`src/rtl/chord_arpeggiator_if.sv`:
```
// Control and tone-datapath signals between the Ear Training sequencer and the
// chord arpeggiator that shares one freq_pwm instance across up to three notes.
interface chord_arpeggiator_if;
    // Handshake: start is a one-cycle request that is honoured only while busy=0;
    // busy rises the cycle after an accepted start and stays high until done pulses
    // for one cycle (or until abort/reset drops it without a done pulse).
    logic        start;
    logic        abort;
    logic [1:0]  note_num;
    logic [6:0]  note_id_0;
    logic [6:0]  note_id_1;
    logic [6:0]  note_id_2;
    logic [31:0] clks_per_period;
    logic        new_period;
    logic        tone_en;
    logic [1:0]  cur_note;
    logic        busy;
    logic        done;
    logic [2:0]  state_dbg;

    modport master (
        output start, abort, note_num, note_id_0, note_id_1, note_id_2,
        input  clks_per_period, new_period, tone_en, cur_note, busy, done, state_dbg
    );

    modport slave (
        input  start, abort, note_num, note_id_0, note_id_1, note_id_2,
        output clks_per_period, new_period, tone_en, cur_note, busy, done, state_dbg
    );
endinterface

```
`src/rtl/chord_arpeggiator.sv`:
```
// Plays up to three latched chord notes one after another through a single
// freq_pwm, decoding each note ID to a period with a one-octave-per-cycle divider.
module chord_arpeggiator #(
    parameter int unsigned NOTE_CLKS = 50000000,
    parameter int unsigned GAP_CLKS  = 10000000
) (
    input  logic               clk,
    input  logic               reset,
    chord_arpeggiator_if.slave arp
);
    typedef enum logic [2:0] {
        IDLE   = 3'd0,
        LOAD   = 3'd1,
        DECODE = 3'd2,
        PLAY   = 3'd3,
        GAP    = 3'd4,
        DONE   = 3'd5
    } state_t;

    localparam logic [31:0] NOTE_LAST = 32'(NOTE_CLKS - 1);
    localparam logic [31:0] GAP_LAST  = (GAP_CLKS == 0) ? 32'd0 : 32'(GAP_CLKS - 1);
    localparam logic        HAS_GAP   = (GAP_CLKS != 0);

    state_t      state;
    logic [1:0]  note_num_q;
    logic [1:0]  cur_note_q;
    logic [6:0]  id0_q;
    logic [6:0]  id1_q;
    logic [6:0]  id2_q;
    logic [6:0]  rem_q;
    logic [2:0]  oct_q;
    logic [31:0] cnt_q;
    logic [31:0] period_q;
    logic        new_period_q;
    logic        tone_en_q;
    logic        busy_q;
    logic        done_q;

    logic [6:0]  cur_id;
    logic [6:0]  next_id;
    logic [1:0]  next_note;
    logic [1:0]  last_note;
    logic        cur_valid;
    logic [31:0] period;

    function automatic logic [6:0] pick_id(input logic [1:0] idx, input logic [6:0] a,
                                           input logic [6:0] b, input logic [6:0] c);
        case (idx)
            2'd0:    pick_id = a;
            2'd1:    pick_id = b;
            default: pick_id = c;
        endcase
    endfunction

    // Octave-0 periods (id 4..15) for C..B; higher octaves halve by right shift.
    function automatic logic [31:0] base_period(input logic [3:0] semi);
        case (semi)
            4'd0:    base_period = 32'd3057805;
            4'd1:    base_period = 32'd2886184;
            4'd2:    base_period = 32'd2724194;
            4'd3:    base_period = 32'd2571298;
            4'd4:    base_period = 32'd2426982;
            4'd5:    base_period = 32'd2290765;
            4'd6:    base_period = 32'd2162195;
            4'd7:    base_period = 32'd2040840;
            4'd8:    base_period = 32'd1926296;
            4'd9:    base_period = 32'd1818182;
            4'd10:   base_period = 32'd1716135;
            4'd11:   base_period = 32'd1619816;
            default: base_period = 32'd0;
        endcase
    endfunction

    assign next_note = cur_note_q + 2'd1;
    assign last_note = note_num_q - 2'd1;
    assign cur_id    = pick_id(cur_note_q, id0_q, id1_q, id2_q);
    assign next_id   = pick_id(next_note, id0_q, id1_q, id2_q);
    assign cur_valid = (cur_id >= 7'd4) && (cur_id <= 7'd99);
    assign period    = base_period(rem_q[3:0]) >> oct_q;

    always_ff @(posedge clk) begin
        if (reset) begin
            state        <= IDLE;
            note_num_q   <= 2'd0;
            cur_note_q   <= 2'd0;
            id0_q        <= 7'd0;
            id1_q        <= 7'd0;
            id2_q        <= 7'd0;
            rem_q        <= 7'd0;
            oct_q        <= 3'd0;
            cnt_q        <= 32'd0;
            period_q     <= 32'd0;
            new_period_q <= 1'b0;
            tone_en_q    <= 1'b0;
            busy_q       <= 1'b0;
            done_q       <= 1'b0;
        end else begin
            new_period_q <= 1'b0;
            done_q       <= 1'b0;
            if (state != IDLE && arp.abort) begin
                state     <= IDLE;
                tone_en_q <= 1'b0;
                busy_q    <= 1'b0;
                cnt_q     <= 32'd0;
            end else begin
                case (state)
                    IDLE: begin
                        if (arp.start) begin
                            state      <= LOAD;
                            busy_q     <= 1'b1;
                            cur_note_q <= 2'd0;
                            cnt_q      <= 32'd0;
                        end
                    end
                    LOAD: begin
                        note_num_q <= arp.note_num;
                        id0_q      <= arp.note_id_0;
                        id1_q      <= arp.note_id_1;
                        id2_q      <= arp.note_id_2;
                        cur_note_q <= 2'd0;
                        cnt_q      <= 32'd0;
                        rem_q      <= arp.note_id_0 - 7'd4;
                        oct_q      <= 3'd0;
                        if (arp.note_num == 2'd0) begin
                            state  <= DONE;
                            done_q <= 1'b1;
                            busy_q <= 1'b0;
                        end else begin
                            state <= DECODE;
                        end
                    end
                    DECODE: begin
                        // Invalid IDs skip the divider and play as a silent rest.
                        if (cur_valid && rem_q >= 7'd12) begin
                            rem_q <= rem_q - 7'd12;
                            oct_q <= oct_q + 3'd1;
                        end else begin
                            state <= PLAY;
                            cnt_q <= 32'd0;
                            if (cur_valid) begin
                                period_q     <= period;
                                new_period_q <= 1'b1;
                                tone_en_q    <= 1'b1;
                            end
                        end
                    end
                    PLAY: begin
                        if (cnt_q == NOTE_LAST) begin
                            tone_en_q <= 1'b0;
                            cnt_q     <= 32'd0;
                            if (cur_note_q == last_note) begin
                                state  <= DONE;
                                done_q <= 1'b1;
                                busy_q <= 1'b0;
                            end else if (HAS_GAP) begin
                                state <= GAP;
                            end else begin
                                state      <= DECODE;
                                cur_note_q <= next_note;
                                rem_q      <= next_id - 7'd4;
                                oct_q      <= 3'd0;
                            end
                        end else begin
                            cnt_q <= cnt_q + 32'd1;
                        end
                    end
                    GAP: begin
                        if (cnt_q == GAP_LAST) begin
                            state      <= DECODE;
                            cnt_q      <= 32'd0;
                            cur_note_q <= next_note;
                            rem_q      <= next_id - 7'd4;
                            oct_q      <= 3'd0;
                        end else begin
                            cnt_q <= cnt_q + 32'd1;
                        end
                    end
                    DONE: begin
                        state <= IDLE;
                        cnt_q <= 32'd0;
                    end
                    default: state <= IDLE;
                endcase
            end
        end
    end

    assign arp.clks_per_period = period_q;
    assign arp.new_period      = new_period_q;
    assign arp.tone_en         = tone_en_q;
    assign arp.cur_note        = cur_note_q;
    assign arp.busy            = busy_q;
    assign arp.done            = done_q;
    assign arp.state_dbg       = state;
endmodule

```
`src/flat_wrapper.sv`:
```
// flat-port wrapper written by rule: the top's interface ports become plain ports
module chord_arpeggiator_flat 
#(
    parameter int unsigned NOTE_CLKS = 50000000,
    parameter int unsigned GAP_CLKS  = 10000000
)
  (clk, reset, arp_start, arp_abort, arp_note_num, arp_note_id_0, arp_note_id_1, arp_note_id_2, arp_clks_per_period, arp_new_period, arp_tone_en, arp_cur_note, arp_busy, arp_done, arp_state_dbg);
  chord_arpeggiator_if arp_i ();
  input  logic clk;
  input  logic reset;
  input wire logic [$bits(arp_i.start)-1:0] arp_start;
  input wire logic [$bits(arp_i.abort)-1:0] arp_abort;
  input wire logic [$bits(arp_i.note_num)-1:0] arp_note_num;
  input wire logic [$bits(arp_i.note_id_0)-1:0] arp_note_id_0;
  input wire logic [$bits(arp_i.note_id_1)-1:0] arp_note_id_1;
  input wire logic [$bits(arp_i.note_id_2)-1:0] arp_note_id_2;
  output wire logic [$bits(arp_i.clks_per_period)-1:0] arp_clks_per_period;
  output wire logic [$bits(arp_i.new_period)-1:0] arp_new_period;
  output wire logic [$bits(arp_i.tone_en)-1:0] arp_tone_en;
  output wire logic [$bits(arp_i.cur_note)-1:0] arp_cur_note;
  output wire logic [$bits(arp_i.busy)-1:0] arp_busy;
  output wire logic [$bits(arp_i.done)-1:0] arp_done;
  output wire logic [$bits(arp_i.state_dbg)-1:0] arp_state_dbg;
  assign arp_i.start = arp_start;
  assign arp_i.abort = arp_abort;
  assign arp_i.note_num = arp_note_num;
  assign arp_i.note_id_0 = arp_note_id_0;
  assign arp_i.note_id_1 = arp_note_id_1;
  assign arp_i.note_id_2 = arp_note_id_2;
  assign arp_clks_per_period = arp_i.clks_per_period;
  assign arp_new_period = arp_i.new_period;
  assign arp_tone_en = arp_i.tone_en;
  assign arp_cur_note = arp_i.cur_note;
  assign arp_busy = arp_i.busy;
  assign arp_done = arp_i.done;
  assign arp_state_dbg = arp_i.state_dbg;
  chord_arpeggiator #(.NOTE_CLKS(NOTE_CLKS), .GAP_CLKS(GAP_CLKS)) u_core (.clk(clk), .reset(reset), .arp(arp_i));
endmodule
```
`config.mk`:
```
export PLATFORM = sky130hd
export DESIGN_NAME = chord_arpeggiator_flat
export DESIGN_NICKNAME = d
export VERILOG_FILES = /design/src/rtl/chord_arpeggiator_if.sv /design/src/rtl/chord_arpeggiator.sv /design/src/flat_wrapper.sv
export SDC_FILE = /design/constraint.sdc
export NUM_CORES = 1
export LEC_CHECK = 0
export BUFFER_PORTS_ARGS = -buffer_cell sky130_fd_sc_hd__buf_2
export CAP_MARGIN = 10
export CORE_UTILIZATION = 35
export DETAILED_ROUTE_END_ITERATION = 8
export PLACE_DENSITY = 0.49
export SYNTH_ARGS = -nofsm -noshare
export SYNTH_HDL_FRONTEND = slang
export SYNTH_SLANG_ARGS = --single-unit
```
`constraint.sdc`:
```
create_clock -name clk -period 4.3 [get_ports clk]
set_clock_uncertainty 0.15 [all_clocks]
set_input_delay 0.43 -clock clk [delete_from_list [all_inputs] [get_ports clk]]
set_output_delay 0.43 -clock clk [all_outputs]
set_load 0.01 [all_outputs]
```
==> results of run 1 <==
[per-stage QoR]
step	instance area, um2	worst slack [ps]	hold slack [ps]	instances	total power [mW]
final	7260	494	101	1050	3.94
after global routing	7260	94.6	99.2	1050	4.17
after global placement	6670	521	292	1019	2.53
after detailed placement	6670	389	294	1019	2.55
after floorplan	6310	800	286	782	2.27
after CTS	7250	371	83.9	1050	3.96
[per-layer routing]
metal | GRT usage, % | vias to the layer above | share of wire (%)
li1 | - | 2792 | -
met1 | 25.3 | 2632 | 49
met2 | 29.6 | 111 | 46
met3 | 4.70 | 17 | 3.7
met4 | 5.62 | 0 | 1.4
met5 | 0 | - | 0
[kinds of logic after synthesis]
family	after synthesis	share of synthesized area (%)
adders and majority gates	14	2.79
DFF	118	37.6
xor gates and xnor gates	34	4.75
and+or+nand+nor	324	24.2
buffers and inverters	75	5.98
AOI/OAI and AO/OA	168	17.4
other	1	0.0598
muxes	39	7.10
[cells in the mapped netlist, drive strengths merged, types with 4 or more instances]
cell / count / share of area [%]
dfxtp: 118 / 38
nor2: 105 / 6.4
nand2: 103 / 6.2
a21oi: 72 / 5.8
clkbuf: 30 / 1.8
nor3: 29 / 2.6
mux2i: 28 / 4.5
buf: 27 / 3.0
a211oi: 23 / 2.8
inv: 17 / 1.0
nand3: 17 / 1.4
xnor2: 17 / 2.4
xor2: 17 / 2.4
ha: 14 / 2.8
o21ai: 14 / 1.1
nand4: 13 / 1.4
nor2b: 11 / 1.1
and3: 10 / 1.0
a22o: 8 / 1.1
and2: 8 / 0.80
mux2: 8 / 1.5
a221oi: 7 / 0.98
a31oi: 6 / 0.60
o211ai: 6 / 0.72
o22ai: 6 / 0.70
nor4: 5 / 0.50
nor4b: 4 / 0.56
[final cells by class]
type                    count  area, um2  share of cell area (%)
clock inverters             9        100                    1.38
clock buffers              22        484                    6.67
flip-flops and latches    118       2360                    32.6
inverters                  18       72.6                    1.00
well taps                 225        282                    3.88
multi-input cells         589       3580                    49.3
repair buffers             69        375                    5.17
[how the worst min path moves through the flow]
stage | start | end | slack, ps | depth (start not counted)
global placement | u_core.arp.clks_per_period[3] | u_core.arp.clks_per_period[3] | 290 | 2
CTS | arp_note_id_1[4] | u_core.id1_q[4] | 80 | 3
floorplan | u_core.id1_q[0] | u_core.id1_q[0] | 290 | 2
finish | arp_note_id_1[4] | u_core.id1_q[4] | 100 | 3
detailed placement | u_core.arp.clks_per_period[21] | u_core.arp.clks_per_period[21] | 290 | 2
global route | arp_note_id_1[4] | u_core.id1_q[4] | 100 | 3
[repair_timing]
| action | 4_1_cts | 5_1_grt |
|---|---|---|
| hold buffers | 0 | 0 |
| setup endpoints to repair | 0 | 3 |
| gates resized for setup | 0 | 1 |
[power by group through the flow]
stage	registers, mW	logic (mW)	clock network (mW)
detailed placement	1.40	1.15	0
floorplan	1.35	0.920	0
global route	1.40	1.30	1.48
global placement	1.40	1.13	0
CTS	1.38	1.15	1.43
finish	1.38	1.16	1.40
[worst max-delay path: cells and delay by family (launching register included)]
family | cells | cell delay (ps)
AO/OA/AOI/OAI | 3 | 720
adder cells (fa/ha/maj) | 1 | 340
buffers and inverters | 2 | 410
flip-flops | 1 | 410
multiplexers | 1 | 580
AND/OR/NAND/NOR | 3 | 1030
==> impl_metrics.yaml, run 1 <==
run_status:
  outcome: "complete, no violations"
timing:
  fin_setup_tns_ps: 0
  tightest_slew_ps: 857
  max_freq_ghz: 0.263
  rsz0062_at_grt: "no"
  period_share_pct: 88.5
  final_max_slew_viol_count: 0
  slew_headroom_pct: 42.1
  fin_crit_ps: 3810
  setup_viol: 0
  hold_viol_final: 0
synthesis:
  synth_area_per_cell_um2: 8.12
  syn-instance-count: 773
  ys_seq_area_share_pct: 37.6
  synthDistinctLibCells: 72
  synth_ff_type: "dfxtp_1"
  syn-cell-area_um2: 6270
  yosysWarningCount: 0
  synthArstFlopShare_pct: 0
  synth-edff-count: 0
  ys_seq_elements: 118
global_routing:
  grt_pass1_vias: 5383
  antenna_found_initial: 0
  track_usage_pct: 18.8
  grt_max_degree: 38
  grt_overflow_total: 0
  grt_pass1_wl_mm: 27.3
cells_and_area:
  num-fill-cells: 1832
  num-nets-final: 854
  final_util_pct: 41.7
  diodes: 0
  drive_gt1_share_pct: 15.9
  final_cell_mix: "118 x dfxtp_1, 103 x nor2_1, 103 x nand2_1"
  syn2layout_area_growth_pct: 15.7
  final_common_cell: "dfxtp_1"
pwr:
  power_report.internal_total_mw: 2.60
  pwr-share-clk_pct: 35.6
  switching_share_pct: 34.0
  p_sw_mw: 1.34
  power_frac_seq_pct: 35.0
  p_leak_nw: 2.82
  comb_power_share_pct: 29.4
  powerDensity_nw_per_um2: 543
  vdd_ir_drop_max_v: 0.000254
setup_path:
  crit_required_ps: 4420
  arrival_ps: 3930
  reg2reg_slack_ps: 490
  startpoint: "u_core.arp.cur_note[0]"
  crit_fanout: 20
  cp-end-kind: "flip-flop"
  path_cells: "inv_1 > ha_1 > o311a_1 > nor3_1 > o21ai_0 > nand3_2 > mux2i_2 > inv_2 > nand2_1 > o22ai_1"
  crit_slowest_cell: "mux2i_2"
  reg2reg_from: "u_core.arp.cur_note[0]"
  rr_worst_depth: 10
  setup.worst_path.start_class: "flip-flop"
  path_class: "flip-flop to flip-flop"
  slowest_delay_ps: 580
placement:
  dp_hpwl_mm: 11.8
  portBuffers: 57
  globalplace.congestion: 0.821
routing:
  ant_nets: 0
  drt_iter0_drc: 392
  routedWlPerCell_um: 15.6
  via_count: 5552
  wirelength_mm: 16.4
  drt-pass1-iter-count: 5
  drc_errors: 0
  via_per_inst: 5.29
floorplanning:
  io_pins: 68
  die_height_um: 136
  design.die.area_um2: 18500
  chipWidth_um: 136
  std_cell_rows: 48
  coreArea_um2: 17400
  start_util_pct: 36.0
hold_path:
  hp-class: "input port to flip-flop"
cts:
  clkSinkCount: 118
  post_cts_buffers: 0
  cts_buffers: 17
  cts_max_path_buffers: 2
  cts_tree: "yes"
  clockRootBuffer: "clkbuf_16"
  clock_latency_ps: 410
  cts.reportedPaths.clkPinSlew_ps: 60
  htree_levels: 4
job:
  drv_cap: 0
Power figures use the tool's default switching activity.
==> inputs of run 2 (changes only) <==
clock period = 4.2 ns   (was 4.3 ns; I/O delays follow)
==> run 2 against run 1 <==
  * Design area about the same
  * Core utilization about the same
  * Combinational power about the same
  * Clock power about the same
  * Total power increased by 1.2%
  * Sequential cell count unchanged
  * Setup slack got worse by 120 ps
  * Fmax decreased by 0.58%
  * Non-clock buffer count increased by 2
  * Critical path depth increased by 3
  * Sequential share of layout area about the same
  * Cell count increased by 0.19%
==> impl_metrics.yaml, run 2 (synthesis gave the netlist of run 1 again) <==
cts:
  cts_tree: "yes"
  htree_levels: 4
  clockRootBuffer: "clkbuf_16"
  cts-resized-gates: 0
  cts.reportedPaths.clkPinSlew_ps: 50
  clkSinkCount: 118
  cts_max_path_buffers: 2
  post_cts_buffers: 0
  clock_latency_ps: 420
  cts_buffers: 17
  hold_buffers: 0
floorplanning:
  coreArea_um2: 17400
  design.die.area_um2: 18500
  std_cell_rows: 48
  chipWidth_um: 136
  start_util_pct: 36.0
  io_pins: 68
  die_height_um: 136
global_routing:
  grt_overflow_total: 0
  track_usage_pct: 18.1
  antenna_found_initial: 0
  grt_pass1_wl_mm: 26.2
  grt_max_degree: 37
  grt_pass1_vias: 5161
routing:
  wirelength_mm: 15.9
  drt_iter0_drc: 358
  drt-pass1-iter-count: 5
  routedWlPerCell_um: 15.1
  ant_nets: 0
  via_per_inst: 5.23
  wl_met3_um: 551
  drc_errors: 0
  wl_met1_mm: 7.77
  wl_met2_mm: 7.40
  highest_layer: "met4"
  via_count: 5497
setup_path:
  slowest_delay_ps: 480
  arrival_ps: 3980
  crit_family: "simple AND/OR/NAND/NOR gates"
  crit_required_ps: 4350
  worst-path-buf-inv: 3
  cp-end-kind: "flip-flop"
  crit_fanout: 12
  path_class: "flip-flop to flip-flop"
  crit_slowest_cell: "nor3_1"
  path_cells: "inv_1 > ha_1 > o311a_1 > nor3_1 > o21ai_0 > nand3_2 > nor2_1 > nor3_2 > buf_4 > inv_1 > ha_1 > nand2_1 > a22o_1"
  setup.worst_path.start_class: "flip-flop"
cells_and_area:
  instances_no_fill: 1052
  drive_gt1_share_pct: 16.0
  final_cell_mix: "118 x dfxtp_1, 103 x nor2_1, 103 x nand2_1"
  num-nets-final: 856
  diodes: 0
  num-fill-cells: 1766
  final_common_cell: "dfxtp_1"
  syn2layout_area_growth_pct: 15.6
placement:
  portBuffers: 57
  globalplace.congestion: 0.879
  dp_hpwl_mm: 11.7
  dpl.cell_count: 1021
timing:
  setup_viol: 0
  fin_crit_ps: 3830
  fin_setup_tns_ps: 0
  rsz0062_at_grt: "no"
  period_share_pct: 91.2
  final_max_slew_viol_count: 0
  hold_viol_final: 0
  max_freq_ghz: 0.261
  tightest_slew_ps: 764
  slew_headroom_pct: 48.6
pwr:
  vdd_ir_drop_max_v: 0.000304
  p_leak_nw: 2.82
  powerDensity_nw_per_um2: 549
run_status:
  outcome: "complete, no violations"
job:
  drv_cap: 0
hold_path:
  hp-class: "input port to flip-flop"
run 2: worst paths after layout:
path / endpoint / start / slack, ps / depth (start not counted)
worst max-delay path: flip-flop / u_core.arp.cur_note[0] / 370 / 13
worst min-delay path: u_core.id2_q[5] / arp_note_id_2[5] / 90 / 3
worst max register to register: flip-flop / u_core.arp.cur_note[0] / 370 / 13
worst min register to register: u_core.arp.clks_per_period[21] / u_core.arp.clks_per_period[21] / 300 / 2
run 2: per-stage QoR:
| stage | worst slack (ps) | utilization (%) | hold WS, ps | power, mW | area (um2) |
|---|---|---|---|---|---|
| finish | 371 | 41.7 | 93.4 | 3.99 | 7250 |
| global route | 45.8 | 41.7 | 80.1 | 4.23 | 7250 |
| CTS | 369 | 41.7 | 74.0 | 4.02 | 7250 |
| detailed placement | 391 | 38.4 | 295 | 2.62 | 6680 |
| global placement | 530 | 38.4 | 292 | 2.61 | 6680 |
| floorplan | 700 | - | 286 | 2.33 | 6310 |
run 2: routing by layer:
metal | GRT usage (%) | up-vias
met4 | 6.91 | 0
met5 | 0 | -
met1 | 23.9 | 2594
li1 | - | 2781
met2 | 28.5 | 105
met3 | 4.14 | 17
run 2: power by group:
group | leakage (nW) | switching (mW) | internal (mW) | total [mW]
Combinational | 1.59 | 0.710 | 0.480 | 1.19
Clock | 0.277 | 0.502 | 0.883 | 1.39
Sequential | 0.957 | 0.138 | 1.27 | 1.41
Total | 2.82 | 1.35 | 2.64 | 3.99
run 2: layout make-up:
| cell class | count | area (um2) | area share (%) |
|---|---|---|---|
| clock buffers | 23 | 498 | 6.86 |
| repair buffers | 71 | 390 | 5.38 |
| inverters | 18 | 72.6 | 1.00 |
| flip-flops and latches | 118 | 2360 | 32.6 |
| multi-input cells | 589 | 3580 | 49.3 |
| clock inverters | 8 | 72.6 | 1.00 |
| well taps | 225 | 282 | 3.88 |
run 2: tightest hold or removal path, cell delays in order:
cell	delay, ps
buf_2	90
nand2_1	40
a21oi_1	50
==> inputs of run 3 (changes only) <==
ABC_AREA = 1   (was default)
BUFFER_PORTS_ARGS = -buffer_cell sky130_fd_sc_hd__buf_4   (was -buffer_cell sky130_fd_sc_hd__buf_2)
SLEW_MARGIN = 5   (was default)
==> run 3 against run 2 <==
  * Largest power group is now combinational cells
  * Cell count increased by 32%
  * Hold slack got worse by 25 ps
  * Global-route usage increased by 2.4 points
  * Highest routed layer unchanged
  * Synthesized area increased by 12%
  * Sequential cell count unchanged
==> impl_metrics.yaml, run 3 <==
timing:
  setup_slack_ps: 831
  hold_viol_final: 0
  fin_crit_ps: 3370
  slew_headroom_pct: 30.4
  period_share_pct: 80.2
  fin_setup_tns_ps: 0
  setup_viol: 0
  max_freq_ghz: 0.297
  tightest_slew_ps: 1020
  final_max_slew_viol_count: 0
  rsz0062_at_grt: "no"
global_routing:
  grt_max_degree: 33
  grt_pass1_wl_mm: 32.8
  track_usage_pct: 20.5
  grt_pass1_vias: 6373
  grt_overflow_total: 0
  antenna_found_initial: 0
routing:
  wl_met3_um: 815
  wirelength_mm: 19.8
  routedWlPerCell_um: 14.3
  wl_met2_mm: 8.64
  drt-pass1-iter-count: 5
  highest_layer: "met4"
  ant_nets: 0
  via_count: 6800
  via_per_inst: 4.91
  drt_iter0_drc: 328
  drc_errors: 0
  wl_met1_mm: 10.1
synthesis:
  yosysMostFrequentCell: "nand2_1"
  synth_commonest_cells: "246 x nand2_1, 148 x nor2_1, 118 x dfxtp_1, 105 x o21ai_0, 93 x inv_1"
  synthDistinctLibCells: 48
  ys_seq_area_share_pct: 33.7
  syn-instance-count: 1070
  synthArstFlopShare_pct: 0
  synth-edff-count: 0
  synth_largest_area_cell: "dfxtp_1"
  syn-cell-area_um2: 7020
  synth_top_area_share_pct: 33.7
  synth_ff_type: "dfxtp_1"
  yosys-top-cells-area: "dfxtp_1 34%, nand2_1 13%, nor2_1 7.9%"
  ys_seq_elements: 118
  yosysWarningCount: 0
  synth_area_per_cell_um2: 6.56
pwr:
  report.power.total_mw: 5.58
  powerDensity_nw_per_um2: 678
  p_leak_nw: 3.67
  vdd_ir_drop_max_v: 0.000287
cells_and_area:
  final_common_cell: "nand2_1"
  syn2layout_area_growth_pct: 17.3
  drive_gt1_share_pct: 12.0
  num-fill-cells: 2138
  final_util_pct: 42.0
  finalInstanceArea_um2: 8240
  final_cell_mix: "246 x nand2_1, 148 x nor2_1, 118 x dfxtp_1"
  num-nets-final: 1148
  diodes: 0
cts:
  htree_levels: 4
  cts.reportedPaths.clkPinSlew_ps: 60
  cts_tree: "yes"
  post_cts_buffers: 0
  clockRootBuffer: "clkbuf_16"
  clkSinkCount: 118
  cts_buffers: 17
  clock_latency_ps: 420
  cts_max_path_buffers: 2
  cts-resized-gates: 0
  hold_buffers: 0
placement:
  place_area_um2: 7570
  place_ws_ps: 950
  globalplace.congestion: 0.867
  dp_hpwl_mm: 14.8
  portBuffers: 57
floorplanning:
  io_pins: 68
  start_util_pct: 35.8
  std_cell_rows: 51
  die_height_um: 144
  chipWidth_um: 144
  coreArea_um2: 19600
  design.die.area_um2: 20600
setup_path:
  startpoint: "u_core.arp.cur_note[0]"
  worst-path-buf-inv: 2
  crit_family: "simple AND/OR/NAND/NOR gates"
  crit_required_ps: 4350
  arrival_ps: 3520
  crit_fanout: 12
  crit_cells: 19
  path_class: "flip-flop to flip-flop"
  reg2reg_slack_ps: 830
  reg2reg_from: "u_core.arp.cur_note[0]"
  slowest_delay_ps: 430
  cp-end-kind: "flip-flop"
  rr_worst_depth: 19
  path_cells: "inv_1 > ha_1 > nor2_1 > nand2_1 > nand3_1 > o21ai_0 > nand2_1 > nand2_1 > nand2_1 > nand2_1 > nand2_4 > nand2_1 > nand2_1 > nand2_1 > ha_1 > inv_1 > nand3_1 > nand3_1 > nand2_1"
  setup.worst_path.start_class: "flip-flop"
  cpMostUsedCell: "nand2_1"
  crit_slowest_cell: "ha_1"
hold_path:
  hp-start: "arp_note_id_2[3]"
  worstHoldEndpoint: "u_core.id2_q[3]"
  hold_depth: 3
  hp-class: "input port to flip-flop"
job:
  drv_cap: 0
run_status:
  outcome: "complete, no violations"
## run 3: where the power goes
part	switching (mW)	leakage (nW)	internal, mW
combinational	1.59	2.39	0.768
clock	0.539	0.321	1.11
sequential	0.203	0.962	1.37
total	2.33	3.67	3.25
## run 3: worst max path at each step
| stage | to |
|---|---|
| after global routing | flip-flop |
| after floorplan | flip-flop |
| final | flip-flop |
| after detailed placement | flip-flop |
| after global placement | flip-flop |
| after CTS | flip-flop |
## run 3: per-layer routing
metal / track usage (%) / vias up
li1: - / 3577
met2: 31.3 / 116
met3: 4.40 / 20
met5: 0 / -
met1: 28.7 / 3087
met4: 5.54 / 0
## run 3: stage by stage
| stage | hold WS, ps | cells |
|---|---|---|
| floorplan | 285 | 1079 |
| global placement | 305 | 1353 |
| detailed placement | 310 | 1353 |
| CTS | 54.4 | 1385 |
| global route | 64.8 | 1385 |
| finish | 68.8 | 1385 |
## run 3: logic make-up (layout without fill, tap and decap cells)
kind of cell               count (synthesis)  after routing  synth area share, %
AOI/OAI and AO/OA                        186            186                 14.6
adders and majority gates                 14             14                 2.50
other                                      1             10               0.0534
and+or+nand+nor                          571            571                 36.5
buffers and inverters                    156            197                 9.50
DFF                                      118            118                 33.7
xor gates and xnor gates                  13             13                 1.62
muxes                                     11             11                 1.57
## run 3: worst register-to-register path: stages, from the launching register on
cell and delay [ps]:
dfxtp_1 390, inv_1 110, ha_1 340, nor2_1 260
nand2_1 100, nand3_1 80, o21ai_0 90, nand2_1 90
nand2_1 60, nand2_1 50, nand2_1 180, nand2_4 200
nand2_1 70, nand2_1 80, nand2_1 150, ha_1 430
inv_1 110, nand3_1 120, nand3_1 120, nand2_1 70
## run 3: layout make-up
type	count	area, um2	share of cell area, %
Clock buffer	19	433	5.26
Multi-Input combinational cell	805	4020	48.9
Sequential cell	118	2360	28.7
Clock inverter	13	229	2.78
Timing Repair Buffer	63	473	5.74
Inverter	102	383	4.65
Tap cell	265	332	4.03
